==> config.mk <==
export PLATFORM = sky130hd
export DESIGN_NAME = uart_tx
export DESIGN_NICKNAME = d
export VERILOG_FILES = /design/src/rtl/uart_tx.sv
export SDC_FILE = /design/constraint.sdc
export NUM_CORES = 1
export LEC_CHECK = 0
export CAP_MARGIN = 20
export CORE_AREA = 2 2 55 57
export CTS_BUF_LIST = sky130_fd_sc_hd__clkbuf_16
export CTS_CLUSTER_DIAMETER = 60
export DETAILED_ROUTE_END_ITERATION = 12
export DIE_AREA = 0 0 57 59
export GPL_TIMING_DRIVEN = 0
export HOLD_SLACK_MARGIN = 0.08
export PLACE_DENSITY = 0.88
export SLEW_MARGIN = 20
export SYNTH_ARGS = -nofsm -noshare
export SYNTH_HDL_FRONTEND = slang
export SYNTH_SLANG_ARGS = --single-unit
==> constraint.sdc <==
create_clock -name clk -period 1.8 [get_ports clk]
set_input_delay 0.36 -clock clk [delete_from_list [all_inputs] [get_ports clk]]
set_output_delay 0.36 -clock clk [all_outputs]
set_load 0.01 [all_outputs]
==> src/rtl/uart_tx.sv <==
// uart_tx: UART serial transmitter with a one-byte holding register.
//
// Frames each byte as start bit, DBIT data bits (LSB first), an optional
// parity bit and SB_TICK s_ticks of stop, all timed from the shared 16x
// oversampling tick. A byte arriving while a frame is on the wire waits in
// the holding register and goes out back-to-back with no idle gap.
//
// Ports:
//   clk          system clock, rising edge
//   rst_n        asynchronous active-low reset
//   s_tick       16x baud tick, one clk cycle wide
//   tx_start     send request, honoured only while tx_ready = 1
//   tx_data_in   byte to send, sampled on the accepting edge
//   tx_ready     holding register empty
//   tx           registered serial output, idles high
//   tx_done_tick one-cycle pulse on the final stop s_tick of each frame
//
// state     | meaning
// ----------+-----------------------------------------------
// ST_IDLE   | line high, waiting for a byte in the holding reg
// ST_START  | start bit (low) for 16 s_ticks
// ST_DATA   | DBIT data bits, LSB first, 16 s_ticks each
// ST_PARITY | parity bit for 16 s_ticks (PARITY_EN only)
// ST_STOP   | line high for SB_TICK s_ticks
module uart_tx #(
    parameter int DBIT       = 8,
    parameter int SB_TICK    = 16,
    parameter int PARITY_EN  = 0,
    parameter int PARITY_ODD = 0
) (
    input  logic            clk,
    input  logic            rst_n,
    input  logic            s_tick,
    input  logic            tx_start,
    input  logic [DBIT-1:0] tx_data_in,
    output logic            tx_ready,
    output logic            tx,
    output logic            tx_done_tick
);

    typedef enum logic [2:0] {
        ST_IDLE,
        ST_START,
        ST_DATA,
        ST_PARITY,
        ST_STOP
    } state_t;

    // The tick counter is 5 bits so stop periods longer than one bit fit.
    localparam logic [4:0] S_BIT_LAST  = 5'd15;
    localparam logic [4:0] S_STOP_LAST = 5'(SB_TICK - 1);
    localparam logic [2:0] N_LAST      = 3'(DBIT - 1);
    localparam logic       PAR_INV     = (PARITY_ODD != 0);

    state_t            state_q, state_d;
    logic [4:0]        s_q, s_d;
    logic [2:0]        n_q, n_d;
    logic [DBIT-1:0]   shift_q, shift_d;
    logic [DBIT-1:0]   hold_q, hold_d;
    logic              hold_valid_q, hold_valid_d;
    logic              par_q, par_d;
    logic              tx_q, tx_d;
    logic              load;

    always_comb begin
        state_d      = state_q;
        s_d          = s_q;
        n_d          = n_q;
        shift_d      = shift_q;
        hold_d       = hold_q;
        hold_valid_d = hold_valid_q;
        par_d        = par_q;
        tx_d         = tx_q;
        tx_done_tick = 1'b0;
        load         = 1'b0;

        // Accept and load are mutually exclusive: accept needs an empty
        // holding register, load needs a full one.
        if (tx_start && !hold_valid_q) begin
            hold_d       = tx_data_in;
            hold_valid_d = 1'b1;
        end

        case (state_q)
            ST_IDLE: begin
                tx_d = 1'b1;
                if (hold_valid_q) begin
                    load = 1'b1;
                end
            end
            ST_START: begin
                if (s_tick) begin
                    if (s_q == S_BIT_LAST) begin
                        s_d     = '0;
                        n_d     = '0;
                        tx_d    = shift_q[0];
                        state_d = ST_DATA;
                    end else begin
                        s_d = s_q + 5'd1;
                    end
                end
            end
            ST_DATA: begin
                if (s_tick) begin
                    if (s_q == S_BIT_LAST) begin
                        s_d     = '0;
                        shift_d = shift_q >> 1;
                        if (n_q == N_LAST) begin
                            if (PARITY_EN != 0) begin
                                tx_d    = par_q;
                                state_d = ST_PARITY;
                            end else begin
                                tx_d    = 1'b1;
                                state_d = ST_STOP;
                            end
                        end else begin
                            n_d  = n_q + 3'd1;
                            tx_d = shift_q[1];
                        end
                    end else begin
                        s_d = s_q + 5'd1;
                    end
                end
            end
            ST_PARITY: begin
                if (s_tick) begin
                    if (s_q == S_BIT_LAST) begin
                        s_d     = '0;
                        tx_d    = 1'b1;
                        state_d = ST_STOP;
                    end else begin
                        s_d = s_q + 5'd1;
                    end
                end
            end
            ST_STOP: begin
                if (s_tick) begin
                    if (s_q == S_STOP_LAST) begin
                        tx_done_tick = 1'b1;
                        s_d          = '0;
                        if (hold_valid_q) begin
                            load = 1'b1;
                        end else begin
                            tx_d    = 1'b1;
                            state_d = ST_IDLE;
                        end
                    end else begin
                        s_d = s_q + 5'd1;
                    end
                end
            end
            default: begin
                tx_d    = 1'b1;
                state_d = ST_IDLE;
            end
        endcase

        // Parity is taken from the byte as loaded, since the shift register
        // is consumed while the data bits go out.
        if (load) begin
            shift_d      = hold_q;
            par_d        = (^hold_q) ^ PAR_INV;
            hold_valid_d = 1'b0;
            s_d          = '0;
            tx_d         = 1'b0;
            state_d      = ST_START;
        end
    end

    always_ff @(posedge clk or negedge rst_n) begin
        if (!rst_n) begin
            state_q      <= ST_IDLE;
            s_q          <= '0;
            n_q          <= '0;
            shift_q      <= '0;
            hold_q       <= '0;
            hold_valid_q <= 1'b0;
            par_q        <= 1'b0;
            tx_q         <= 1'b1;
        end else begin
            state_q      <= state_d;
            s_q          <= s_d;
            n_q          <= n_d;
            shift_q      <= shift_d;
            hold_q       <= hold_d;
            hold_valid_q <= hold_valid_d;
            par_q        <= par_d;
            tx_q         <= tx_d;
        end
    end

    assign tx       = tx_q;
    assign tx_ready = ~hold_valid_q;

endmodule

* Word-level counts from Yosys, hierarchy flattened
Index checks and enable logic that the tools add are counted.
** Operators by class
- Add/sub/neg operators :: 2
- Equality and inequality tests :: 22
- Muxes and demuxes :: 47
- Bitwise logic cells :: 1
- Reduce and logical (&&, ||, !) cells :: 15
** Operator list (number)
- 2-to-1 mux 3 bit :: 16
- 2-to-1 mux 8 bit :: 4
- inequality test 3 bit, second input constant :: 10
- 2-to-1 mux 5 bit :: 4
- 2-to-1 mux 1 bit :: 19
- case mux 3 bit (5 select lines) :: 1
- inequality test 2 bit, second input constant :: 6
- nonzero test 2 bit :: 6
- AND reduction 11 bit :: 1
- AND reduction 9 bit :: 1
- equality test 3 x 2 -> 1 bit, second input constant :: 2
- equality test 3 bit, second input constant :: 2
- case mux 3 bit (2 select lines) :: 1
- AND reduction 6 bit :: 1
- adder 5 x 1 -> 5 bit, second input constant :: 1
- equality test 5 x 4 -> 1 bit, second input constant :: 1
- case mux 1 bit (4 select lines) :: 1
- OR reduction 4 bit :: 1
- adder 3 x 1 -> 3 bit, second input constant :: 1
- equality test 3 x 1 -> 1 bit, second input constant :: 1
- logical NOT 3 bit :: 1
- AND reduction 3 bit :: 1
- case mux 1 bit (2 select lines) :: 1
- AND reduction 2 bit :: 1
- other kinds (3) :: 3
** Word-level totals
- Bits in registers :: 29
- Bits of input ports :: 12
- Output and inout bits :: 3
- Logic and storage cells :: 94

* Depth between registers and ports, before layout
- Word-level depth :: 6
- Mapped depth :: 7
- Depth with buffers taken out :: 6

* Worst setup path before layout
No wires, ideal clock.
- Kind :: register to register
- Start :: register s_q[0]
- End :: register tx_q, in the netlist tx
- Arrival :: 1.471 ns
- Slack :: 0.253 ns
- Stages on the path, launching flop included :: 8
- Cells stage by stage :: dfrtp_1 -> ha_1 -> and4b_1 -> buf_6 -> a41oi_4 -> buf_6 -> o31ai_1 -> nor3_2
** Between the ends
- Cells in the longest elaborated chain, start to end :: 6
- Elaborated cells on any way between the ends :: 15
** Ends and longest elaborated chain
- from (decl) :: line 56 : logic [4:0] s_q, s_d;
- from (signal assigned) :: line 173 : s_q <= '0;
- from (signal assigned) :: line 182 : s_q <= s_d;
- equality test 5 x 4 -> 1 bit (*)
- 2-to-1 mux 1 bit :: line 138 : if (s_q == S_STOP_LAST) begin
- 2-to-1 mux 1 bit :: line 137 : if (s_tick) begin
- case mux 1 bit (2 select lines) :: line 84 : case (state_q)
- inequality test 3 bit (no source line)
- AND reduction 9 bit (no source line)
- to (signal assigned) :: line 188 : tx_q <= tx_d;
- to (decl) :: line 62 : logic tx_q, tx_d;
Every way passes the cells marked *; elsewhere a longest branch is shown, timed or not.
A chain may end at the register's enable or synchronous reset.

* Final worst setup path
- Start :: register s_q[0]
- End :: output port tx_done_tick
** Between the ends
- Cells in the longest elaborated chain, start to end :: 4
** Ends and longest elaborated chain
- equality test 5 x 4 -> 1 bit :: line 138
- 2-to-1 mux 1 bit :: line 138
- 2-to-1 mux 1 bit :: line 137
- 2-to-1 mux 1 bit :: line 84
- to (decl) :: line 38 : output logic tx_done_tick
No other way between the ends.

==> results.yml <==
placement:
  gp_congestion: 0.742
  dp_hpwl_um: 1940
  io_buffers: 14
  dpl_cell_area_mm2: 0.00165
floorplanning:
  dieHeight_um: 59
  num_io_pins: 15
  rows: 19
  dieArea_mm2: 0.00336
  core_region_area_mm2: 0.00271
  initial_utilization: 0.544
  dieWidth_um: 57
cts:
  path_clk_slew_ps: 50
  cts_buffers: 5
  cts_tree: "done"
  clock_path_buffers: 2
  clockRootBuffer: "clkbuf_16"
  clock_sinks: 29
  clk_latency_ps: 280
  cts-hold-fix-buffers: 0
  h-tree-depth: 2
synthesis:
  synth.avg_cell_area_um2: 10.8
  synth-seq-area-share: 0.493
  synth_cell_types: 41
  synth_top_area_frac: 0.475
  ys_dominant_reg_cell: "dfrtp_1"
  ys_ff_latch: 29
  syn-cell-area_mm2: 0.00147
  synth_area_leaders: "dfrtp_1 (48%), mux2i_1 (4.8%), mux2_2 (4.6%), nand3_1 (3.1%), o21ai_0 (3.1%)"
  syn-num-nets: 152
  syn_inst: 137
  synth_edf_count: 0
  synth-async-reset-ratio: 1.00
  yosysTopAreaCell: "dfrtp_1"
  ys_warn_count: 0
critical_path:
  r2r_end: "shift_q[4]"
  critPathCaptureType: "primary output"
  crit_fanout: 3
  regToRegStartpoint: "s_q[0]"
  start_kind: "flip-flop"
  startpoint: "s_q[0]"
  r2r_cells: 8
  crit_arrival_ps: 1420
  cp_data_required_time_ps: 1440
  reg2reg_slack_ps: 40
  cp-endpoint: "tx_done_tick"
  criticalPathCategory: "flip-flop to primary output"
finish:
  syn2layout_area_growth_pct: 29.6
  fin_nets: 181
  multi_input_area_um2: 702
  drive_above_1_share: 0.275
  post-route-cell-area_mm2: 0.00191
  fillers: 201
  fin_util: 0.705
  regArea_um2: 727
  antenna-diode-count: 0
grt:
  grt_max_degree: 30
  grt_pass1_vias: 1150
  grt_pass1_wl_um: 5020
  grt_overflow: 0
  antenna_found_initial: 0
  grt_usage: 0.198
hold_path:
  hp-class: "input port to async pin"
routing:
  drt_iter0_markers: 35
  ant_nets: 0
  drc_errors: 0
  via_per_inst: 5.83
  wirelength_um: 3040
  vias: 1154
  wl_per_cell_um: 15.3
  drt_first_pass_iters: 4
power:
  power_density_mw_per_mm2: 1530
  ir_worst_vdd_mv: 1.23
  p_leak_nw: 0.867
sta:
  max_freq_mhz: 560
  setup_violations: 0
  fin_setup_tns_ps: 0
  worst_pin_slew_ps: 653
  rsz0062_at_grt: "true"
  finalCritPeriodShare: 0.992
  min_period_ps: 1780
  finalHoldWorstSlack_ps: 110
  relSlewSlack: 0.565
  clock_skew_ps: 2.49
  hold_viol: 0
  report.final.slew_viol_count: 0
flow_run:
  max_cap_violations: 0
status:
  outcome: "completed"
cell usage in the layout, fill, tap and decap left out, types with 3 or more instances in the layout:
| cell type | instances |
|---|---|
| nor2_1 | 8 |
| clkdlybuf4s50_1 | 11 |
| mux2i_1 | 7 |
| inv_1 | 7 |
| buf_4 | 9 |
| o21ai_1 | 4 |
| nand2_1 | 11 |
| dfrtp_1 | 28 |
| o21ai_0 | 8 |
| a21oi_1 | 7 |
| clkbuf_16 | 5 |
| buf_2 | 3 |
| mux2_2 | 6 |
| nand3_1 | 9 |
| buf_6 | 5 |
sequential cells by signal, summed over array words and instances (netlist names):
name / flops
hold_q: 8
hold_valid_q: 1
n_q: 3
s_q: 5
shift_q: 8
state_q: 3
tx: 1
worst max-delay path: stages, from the launching register on:
cell     delay, ps
dfrtp_1        360
ha_2           190
and4b_1        200
buf_6          120
nand2_8         60
nor2_4         120
buf_6          100
cell usage after synthesis (2+ instances only):
master    n
ha_1      3
o21ai_1   3
a21oi_1   7
nand2_1  11
o21a_1    2
nor3b_2   2
buf_2     2
nand3_1   9
mux2_2    6
nor3_1    2
mux2i_1   7
o21ai_0   9
buf_4     2
inv_1     6
a22oi_1   2
buf_6     3
nor2_1   10
dfrtp_1  28
metrics by stage:
stage          instances  power [mW]  setup WS (ps)
6_report             198        2.93           15.0
5_1_grt              198        3.10          -54.8
4_1_cts              194        2.88           7.12
3_5_place_dp         182        1.89           -454
3_3_place_gp         182        1.82           -425
2_1_floorplan        137        1.65            253
worst min-delay path by stage:
stage	to	cells after the start	start	slack (ps)
3_3_place_gp	n_q[0]	1	n_q[0]	460
3_5_place_dp	state_q[2]	1	rst_n	420
4_1_cts	state_q[1]	1	rst_n	130
6_report	state_q[2]	1	rst_n	110
5_1_grt	state_q[0]	1	rst_n	170
2_1_floorplan	hold_q[0]	0	rst_n	60
cell families (layout without fill, tap and decap cells):
family | after synthesis | in the layout | synth area share
AO/OA/AOI/OAI | 29 | 29 | 0.132
adder cells (fa/ha/maj) | 3 | 3 | 0.0255
buffers and inverters | 13 | 43 | 0.0552
flip-flops | 29 | 29 | 0.493
multiplexers | 13 | 13 | 0.0934
AND/OR/NAND/NOR | 50 | 50 | 0.201
what timing repair did:
action,4_1_cts,5_1_grt
pin swaps,2,2
gates resized for setup,8,9
hold endpoints to repair,0,0
setup buffers,4,3
gates cloned,0,1
endpoints found under the setup margin,1,6
metal layers:
layer | up-vias | routed length, µm | track usage
li1 | 546 | - | -
met1 | 571 | 1240 | 0.223
met2 | 29 | 1560 | 0.330
met3 | 8 | 172 | 0.0699
met4 | 0 | 61 | 0.110
met5 | - | 0 | 0
power by group:
| group | internal, mW | leakage (nW) | switching, mW | total, mW |
|---|---|---|---|---|
| combinational | 0.467 | 0.436 | 0.447 | 0.914 |
| sequential | 0.919 | 0.348 | 0.167 | 1.09 |
| clock | 0.641 | 0.0826 | 0.284 | 0.925 |
final cells by class:
class,count,share of cell area
Clock inverter,3,0.0196
Clock buffer,5,0.0655
Timing Repair Buffer,22,0.104
Sequential cell,29,0.380
Tap cell,31,0.0203
Multi-Input combinational cell,95,0.367
Buffer,7,0.0308
Inverter,6,0.0118
No activity file was read; power rests on OpenSTA's default activity.
